===== src/rtl/sigma_mem_pkg.sv =====
`default_nettype none
// ============================================================================
// Module  : sigma_mem_pkg
// Brief   : Shared types for the memory-port arbiter: FSM state encoding and
//           bus-master identifiers.
// Revision: 1.0  initial release
// ============================================================================
package sigma_mem_pkg;

    // Arbiter FSM states. TURN is the dead cycle between two different masters.
    typedef enum logic [1:0] {
        ST_IDLE    = 2'd0,
        ST_TURN    = 2'd1,
        ST_CPU_ACC = 2'd2,
        ST_IOP_ACC = 2'd3
    } state_t;

    // Bus-master identifiers used for the grant decision and the winner latch.
    typedef logic [1:0] master_id_t;

    localparam master_id_t c_MST_NONE = 2'd0;
    localparam master_id_t c_MST_CPU  = 2'd1;
    localparam master_id_t c_MST_IOP  = 2'd2;

endpackage : sigma_mem_pkg
`default_nettype wire


===== src/rtl/mem_arb_timer.sv =====
`default_nettype none
// ============================================================================
// Module  : mem_arb_timer
// Brief   : Access cycle counter. Counts 0..ACCESS_CYCLES-1 while an access is
//           running and provides registered first/last-cycle flags, plus the
//           look-ahead last flag so the owner can register its done pulse.
// Revision: 1.0  initial release
// ============================================================================
module mem_arb_timer #(
    parameter int ACCESS_CYCLES = 2
) (
    input  logic clock,
    input  logic reset,
    input  logic i_start,      // next cycle is the first cycle of a new access
    input  logic i_advance,    // next cycle continues the current access
    output logic o_first,      // current cycle is the first of an access
    output logic o_last,       // current cycle is the last of an access
    output logic o_last_next   // next cycle will be the last of an access
);

    localparam int c_CNT_W = (ACCESS_CYCLES > 1) ? $clog2(ACCESS_CYCLES) : 1;
    localparam logic [c_CNT_W-1:0] c_CNT_LAST = c_CNT_W'(ACCESS_CYCLES - 1);

    logic [c_CNT_W-1:0] r_count;
    logic [c_CNT_W-1:0] w_count_next;
    logic               w_running_next;
    logic               r_first;
    logic               r_last;

    // Next count: restart at zero on a new access, otherwise step forward.
    always_comb begin
        w_count_next   = '0;
        w_running_next = i_start || i_advance;
        if (i_advance && !i_start) begin
            w_count_next = r_count + 1'b1;
        end
        o_last_next = w_running_next && (w_count_next == c_CNT_LAST);
    end

    // Count and flag registers; an asynchronous reset aborts any access.
    always_ff @(posedge clock or posedge reset) begin
        if (reset) begin
            r_count <= '0;
            r_first <= 1'b0;
            r_last  <= 1'b0;
        end else begin
            r_count <= w_count_next;
            r_first <= i_start;
            r_last  <= o_last_next;
        end
    end

    assign o_first = r_first;
    assign o_last  = r_last;

endmodule : mem_arb_timer
`default_nettype wire


===== src/rtl/mem_arbiter.sv =====
`default_nettype none
// ============================================================================
// Module  : mem_arbiter
// Brief   : Two-master memory-port arbiter (IOP and CPU). Grants whole,
//           fixed-length accesses, inserts one dead cycle when ownership
//           changes, gives the IOP priority with a starvation bound for the
//           CPU, and honours a CPU read-modify-write lock.
// Revision: 1.0  initial release
// ============================================================================
module mem_arbiter
    import sigma_mem_pkg::*;
#(
    parameter int ACCESS_CYCLES = 2,
    parameter int IOP_BURST_MAX = 4
) (
    input  logic clock,
    input  logic reset,
    input  logic cpu_req,
    input  logic cpu_lock,
    input  logic iop_req,
    output logic cpu_active,
    output logic iop_active,
    output logic cpu_done,
    output logic iop_done,
    output logic mem_start
);

    localparam int c_STREAK_W = $clog2(IOP_BURST_MAX + 1);
    localparam logic [c_STREAK_W-1:0] c_STREAK_SAT = c_STREAK_W'(IOP_BURST_MAX);

    state_t                  r_state;
    state_t                  w_next_state;
    master_id_t              r_winner;
    master_id_t              w_winner_next;
    master_id_t              w_decision;
    master_id_t              w_grant;
    logic [c_STREAK_W-1:0]   r_streak;
    logic [c_STREAK_W-1:0]   w_streak_next;

    logic                    w_in_acc;
    logic                    w_next_in_acc;
    logic                    w_start;
    logic                    w_advance;
    logic                    w_first;
    logic                    w_last;
    logic                    w_last_next;

    logic                    r_cpu_active;
    logic                    r_iop_active;
    logic                    r_cpu_done;
    logic                    r_iop_done;

    // Access timer: restarted on every new grant, advanced inside an access.
    mem_arb_timer #(
        .ACCESS_CYCLES (ACCESS_CYCLES)
    ) u_timer (
        .clock       (clock),
        .reset       (reset),
        .i_start     (w_start),
        .i_advance   (w_advance),
        .o_first     (w_first),
        .o_last      (w_last),
        .o_last_next (w_last_next)
    );

    // Who would win if this edge were a decision edge (priority order).
    always_comb begin
        w_decision = c_MST_NONE;
        if ((r_state == ST_CPU_ACC) && cpu_lock && cpu_req) begin
            w_decision = c_MST_CPU;            // RMW lock keeps the bus
        end else if ((r_streak == c_STREAK_SAT) && cpu_req) begin
            w_decision = c_MST_CPU;            // CPU has waited long enough
        end else if (iop_req) begin
            w_decision = c_MST_IOP;
        end else if (cpu_req) begin
            w_decision = c_MST_CPU;
        end
    end

    // Next-state logic: decisions only in IDLE or at the end of an access.
    always_comb begin
        w_next_state  = r_state;
        w_winner_next = r_winner;
        w_grant       = c_MST_NONE;
        case (r_state)
            ST_IDLE: begin
                w_grant = w_decision;
                // Both drivers are already off, so no dead cycle is needed.
                if (w_decision == c_MST_CPU) begin
                    w_next_state = ST_CPU_ACC;
                end else if (w_decision == c_MST_IOP) begin
                    w_next_state = ST_IOP_ACC;
                end
            end
            ST_CPU_ACC: begin
                if (w_last) begin
                    w_grant = w_decision;
                    if (w_decision == c_MST_NONE) begin
                        w_next_state = ST_IDLE;
                    end else if (w_decision == c_MST_IOP) begin
                        w_next_state  = ST_TURN;
                        w_winner_next = c_MST_IOP;
                    end
                end
            end
            ST_IOP_ACC: begin
                if (w_last) begin
                    w_grant = w_decision;
                    if (w_decision == c_MST_NONE) begin
                        w_next_state = ST_IDLE;
                    end else if (w_decision == c_MST_CPU) begin
                        w_next_state  = ST_TURN;
                        w_winner_next = c_MST_CPU;
                    end
                end
            end
            ST_TURN: begin
                // Winner was latched on entry; requests are not looked at here.
                w_next_state = (r_winner == c_MST_CPU) ? ST_CPU_ACC : ST_IOP_ACC;
            end
            default: begin
                w_next_state = ST_IDLE;
            end
        endcase
    end

    // Timer control and IOP streak update derived from the grant.
    always_comb begin
        w_in_acc      = (r_state == ST_CPU_ACC) || (r_state == ST_IOP_ACC);
        w_next_in_acc = (w_next_state == ST_CPU_ACC) || (w_next_state == ST_IOP_ACC);
        w_start       = w_next_in_acc && (!w_in_acc || w_last);
        w_advance     = w_in_acc && !w_last;

        w_streak_next = r_streak;
        if (w_grant == c_MST_CPU) begin
            w_streak_next = '0;
        end else if (w_grant == c_MST_IOP) begin
            if (!cpu_req) begin
                w_streak_next = '0;
            end else if (r_streak != c_STREAK_SAT) begin
                w_streak_next = r_streak + 1'b1;
            end
        end
    end

    // State, winner latch, streak counter and registered bus outputs.
    always_ff @(posedge clock or posedge reset) begin
        if (reset) begin
            r_state      <= ST_IDLE;
            r_winner     <= c_MST_NONE;
            r_streak     <= '0;
            r_cpu_active <= 1'b0;
            r_iop_active <= 1'b0;
            r_cpu_done   <= 1'b0;
            r_iop_done   <= 1'b0;
        end else begin
            r_state      <= w_next_state;
            r_winner     <= w_winner_next;
            r_streak     <= w_streak_next;
            r_cpu_active <= (w_next_state == ST_CPU_ACC);
            r_iop_active <= (w_next_state == ST_IOP_ACC);
            r_cpu_done   <= (w_next_state == ST_CPU_ACC) && w_last_next;
            r_iop_done   <= (w_next_state == ST_IOP_ACC) && w_last_next;
        end
    end

    assign cpu_active = r_cpu_active;
    assign iop_active = r_iop_active;
    assign cpu_done   = r_cpu_done;
    assign iop_done   = r_iop_done;
    assign mem_start  = w_first;

endmodule : mem_arbiter
`default_nettype wire


===== config.mk =====
export PLATFORM = sky130hd
export DESIGN_NAME = mem_arbiter
export DESIGN_NICKNAME = d
export VERILOG_FILES = /design/src/rtl/sigma_mem_pkg.sv /design/src/rtl/mem_arb_timer.sv /design/src/rtl/mem_arbiter.sv
export SDC_FILE = /design/constraint.sdc
export NUM_CORES = 1
export LEC_CHECK = 0
export ABC_CLOCK_PERIOD_IN_PS = 4930
export CORE_UTILIZATION = 50
export DETAILED_ROUTE_END_ITERATION = 7
export DONT_BUFFER_PORTS = 1
export HOLD_SLACK_MARGIN = 0.05
export PLACE_DENSITY = 0.61
export SLEW_MARGIN = 5
export SYNTH_ARGS = -nofsm -noshare
export SYNTH_HDL_FRONTEND = slang
export SYNTH_SLANG_ARGS = --single-unit

===== constraint.sdc =====
create_clock -name clock -period 4.93 [get_ports clock]
set_clock_uncertainty 0.05 [all_clocks]
set_input_delay 0.2465 -clock clock [delete_from_list [all_inputs] [get_ports clock]]
set_output_delay 0.2465 -clock clock [all_outputs]
set_load 0.05 [all_outputs]

==> qor.yml <==
setup_path:
  start_kind: "register"
  slowest_delay_ns: 0.36
  required_ns: 5.07
  startpoint: "r_streak[0]"
  crit_chain: "inv_1 -> ha_1 -> and2_1 -> o21ai_2 -> nand3_1 -> ha_1 -> nor2b_1 -> a21oi_1 -> o21ai_0"
  worstSetupPathType: "reg -> reg"
  cp_max_fo: 4
  arrival_ns: 2.16
  slowest_stage: "dfrtp_1"
  cpMostUsedCell: "ha_1"
  reg2reg_from: "r_streak[0]"
  endpoint_kind: "register"
clock_network:
  cts.htree.levels: 1
  cts_buffers: 3
  cts.sinks: 14
  clkTransAtPathRegs_ns: 0.09
  cts_tree: "yes"
  clockRootBuffer: "clkbuf_4"
  insertion_delay_ns: 0.27
  ctsLongestPathBuffers: 2
pwr:
  ir_worst_vdd_mv: 0.4231
  power_frac_seq: 0.502
  pwr-share-comb: 0.348
  p_int_w: 0.0002968
  swShare: 0.4447
  p_clk_frac: 0.150
  cellPowerDensity_nw_per_um2: 690.1
  p_leak_nw: 0.3634
  p_sw_w: 0.0002376
finish:
  drive_gt1_frac: 0.1528
  final_cell_mix: "dfrtp_1 (14), inv_1 (7)"
  nets: 81
  stdcell_count: 87
  antenna_cells: 0
  area_delta_synth_final_pct: 6.357
  final_common_cell: "dfrtp_1"
  final_core_util: 0.5807
global_routing:
  track_usage: 0.1772
  gr-usage-met3: 0.03333
  grt_max_degree: 15
  grt-busiest-layer: "met2"
  overflow: 0
  grtUsageMet1: 0.2310
  met2_usage: 0.2702
  antenna_found_initial: 0
  grt_pass1_vias: 434
  grt_pass1_wl_mm: 1.835
logic_synthesis:
  synth.cell_area_um2: 728.2
  ys_seq_area_frac: 0.4811
  synthFlopType: "dfrtp_1"
  synth-edff-count: 0
  ys_ff_latch: 14
  synthDistinctLibCells: 30
  postSynthAreaPerCell_um2: 10.55
  ys_warn_count: 0
  synth-async-reset-ratio: 1.000
  postSynthCellCount: 69
  syn_nets: 77
sta:
  drv_slew: 0
  rsz0062_at_grt: "false"
  worstMarginPinSlew_ns: 0.5183
  finalSetupTns_ns: 0
  max_clock_freq_mhz: 495.4
  finalHoldViolations: 0
  layout_worst_path_cycle_share: 0.4094
  fin_crit_ns: 2.019
  setup_viol: 0
  maxSlewHeadroom: 0.6541
  setup_ws_ns: 2.911
die:
  core_um2: 1334
  dieArea_um2: 1613
  fp.dieH_um: 40.16
  rows: 13
  num_io_pins: 10
  initial_core_util: 0.5460
  die_w_um: 40.16
placement:
  pre_cts_ws_ns: 2.946
  gp_congestion: 0.7572
  dp_hpwl_um: 846.1
  io_buffers: 0
  placedCellCount: 82
drt:
  drt-initial-drc-count: 7
  dr.pass1.iters: 4
  viasPerCell: 5.667
  ant_nets: 0
  wl_per_cell_um: 13.13
  totalWireLength_mm: 1.142
  drc: 0
  vias: 493
min_path:
  hold_path.startpoint: "iop_req"
  hp-class: "in -> reg"
run_status:
  status: "completed"
flow_run:
  cap_viol_max_count: 0
[worst max-delay path: cells and delay by family, from the launching register on]
family / cells / cell delay, ns
AND/OR/NAND/NOR: 3 / 0.55
flip-flops: 1 / 0.36
AO/OA/AOI/OAI: 3 / 0.50
adder cells (fa/ha/maj): 2 / 0.41
buffers and inverters: 1 / 0.07
[Yosys cell counts, types with 2 or more instances]
library cell / count / area, um^2
a21oi_1: 4 / 20.02
dfrtp_1: 14 / 350.3
inv_1: 7 / 26.28
ha_1: 3 / 37.54
nor2b_1: 2 / 12.51
o21ai_0: 4 / 20.02
nand2_1: 4 / 15.01
and2_1: 3 / 18.77
a31oi_1: 2 / 12.51
nand3_1: 4 / 20.02
nor2_1: 3 / 11.26
[path summary, 6_finish.rpt]
kind / to / slack, ns / depth (start not counted)
setup / recovery: r_streak[0] / 2.91 / 9
hold / removal: r_winner[1] / 0.11 / 2
setup reg to reg: r_streak[0] / 2.91 / 9
hold reg to reg: u_timer.o_last / 0.40 / 1
max in group asynchronous: u_timer.r_count / 4.09 / 2
min in group asynchronous: r_streak[2] / 0.39 / 2
[state kept, by name (all words and copies together), names as in the netlist]
signal,cells
cpu_active,1
cpu_done,1
iop_active,1
iop_done,1
r_state,2
r_streak,3
r_winner,2
u_timer.o_first,1
u_timer.o_last,1
u_timer.r_count,1
[timing repair]
item / CTS / global route
setup endpoints to repair: 0 / 0
resized for setup: 0 / 0
hold endpoints to repair: 14 / 0
hold buffers: 1 / 0
setup buffers: 0 / 0
[logic make-up (layout without fill, tap and decap cells)]
logic type,Yosys count,count (layout),share of synthesized area
AND/OR/NAND/NOR,23,23,0.1890
AO/OA/AOI/OAI,20,20,0.2165
flip-flops,14,14,0.4811
buffers and inverters,9,12,0.06187
adder cells (fa/ha/maj),3,3,0.05155
[power groups by stage]
stage / clock [W] / combinational, W / sequential, W
final: 0.0000803 / 0.000186 / 0.000268
after global routing: 0.0000882 / 0.000213 / 0.000277
after CTS: 0.0000835 / 0.000188 / 0.000268
after detailed placement: 0 / 0.000186 / 0.000271
after global placement: 0 / 0.000184 / 0.000270
after floorplan: 0 / 0.000182 / 0.000250
[layout make-up]
type,count,area (um^2)
Fill cell,118,559.3
Clock buffer,4,36.28
Timing Repair Buffer,1,10.01
Inverter,7,26.28
Tap cell,15,18.77
Multi-Input combinational cell,46,332.8
Sequential cell,14,350.3
[routing by layer]
metal | share of wire | wire length, um
met1 | 0.50 | 575
met2 | 0.45 | 518
met3 | 0.026 | 30
met4 | 0.015 | 17
met5 | 0 | 0
[stage by stage]
| step | area [um^2] | power, W | hold slack, ns |
|---|---|---|---|
| after global placement | 728.2 | 0.0004545 | 0.1417 |
| after global routing | 774.5 | 0.0005780 | 0.1223 |
| final | 774.5 | 0.0005345 | 0.1060 |
| after CTS | 774.5 | 0.0005392 | 0.09762 |
| after detailed placement | 728.2 | 0.0004569 | 0.1406 |
| after floorplan | 728.2 | 0.0004327 | 0.08572 |
(Power assumes the default switching activity.)
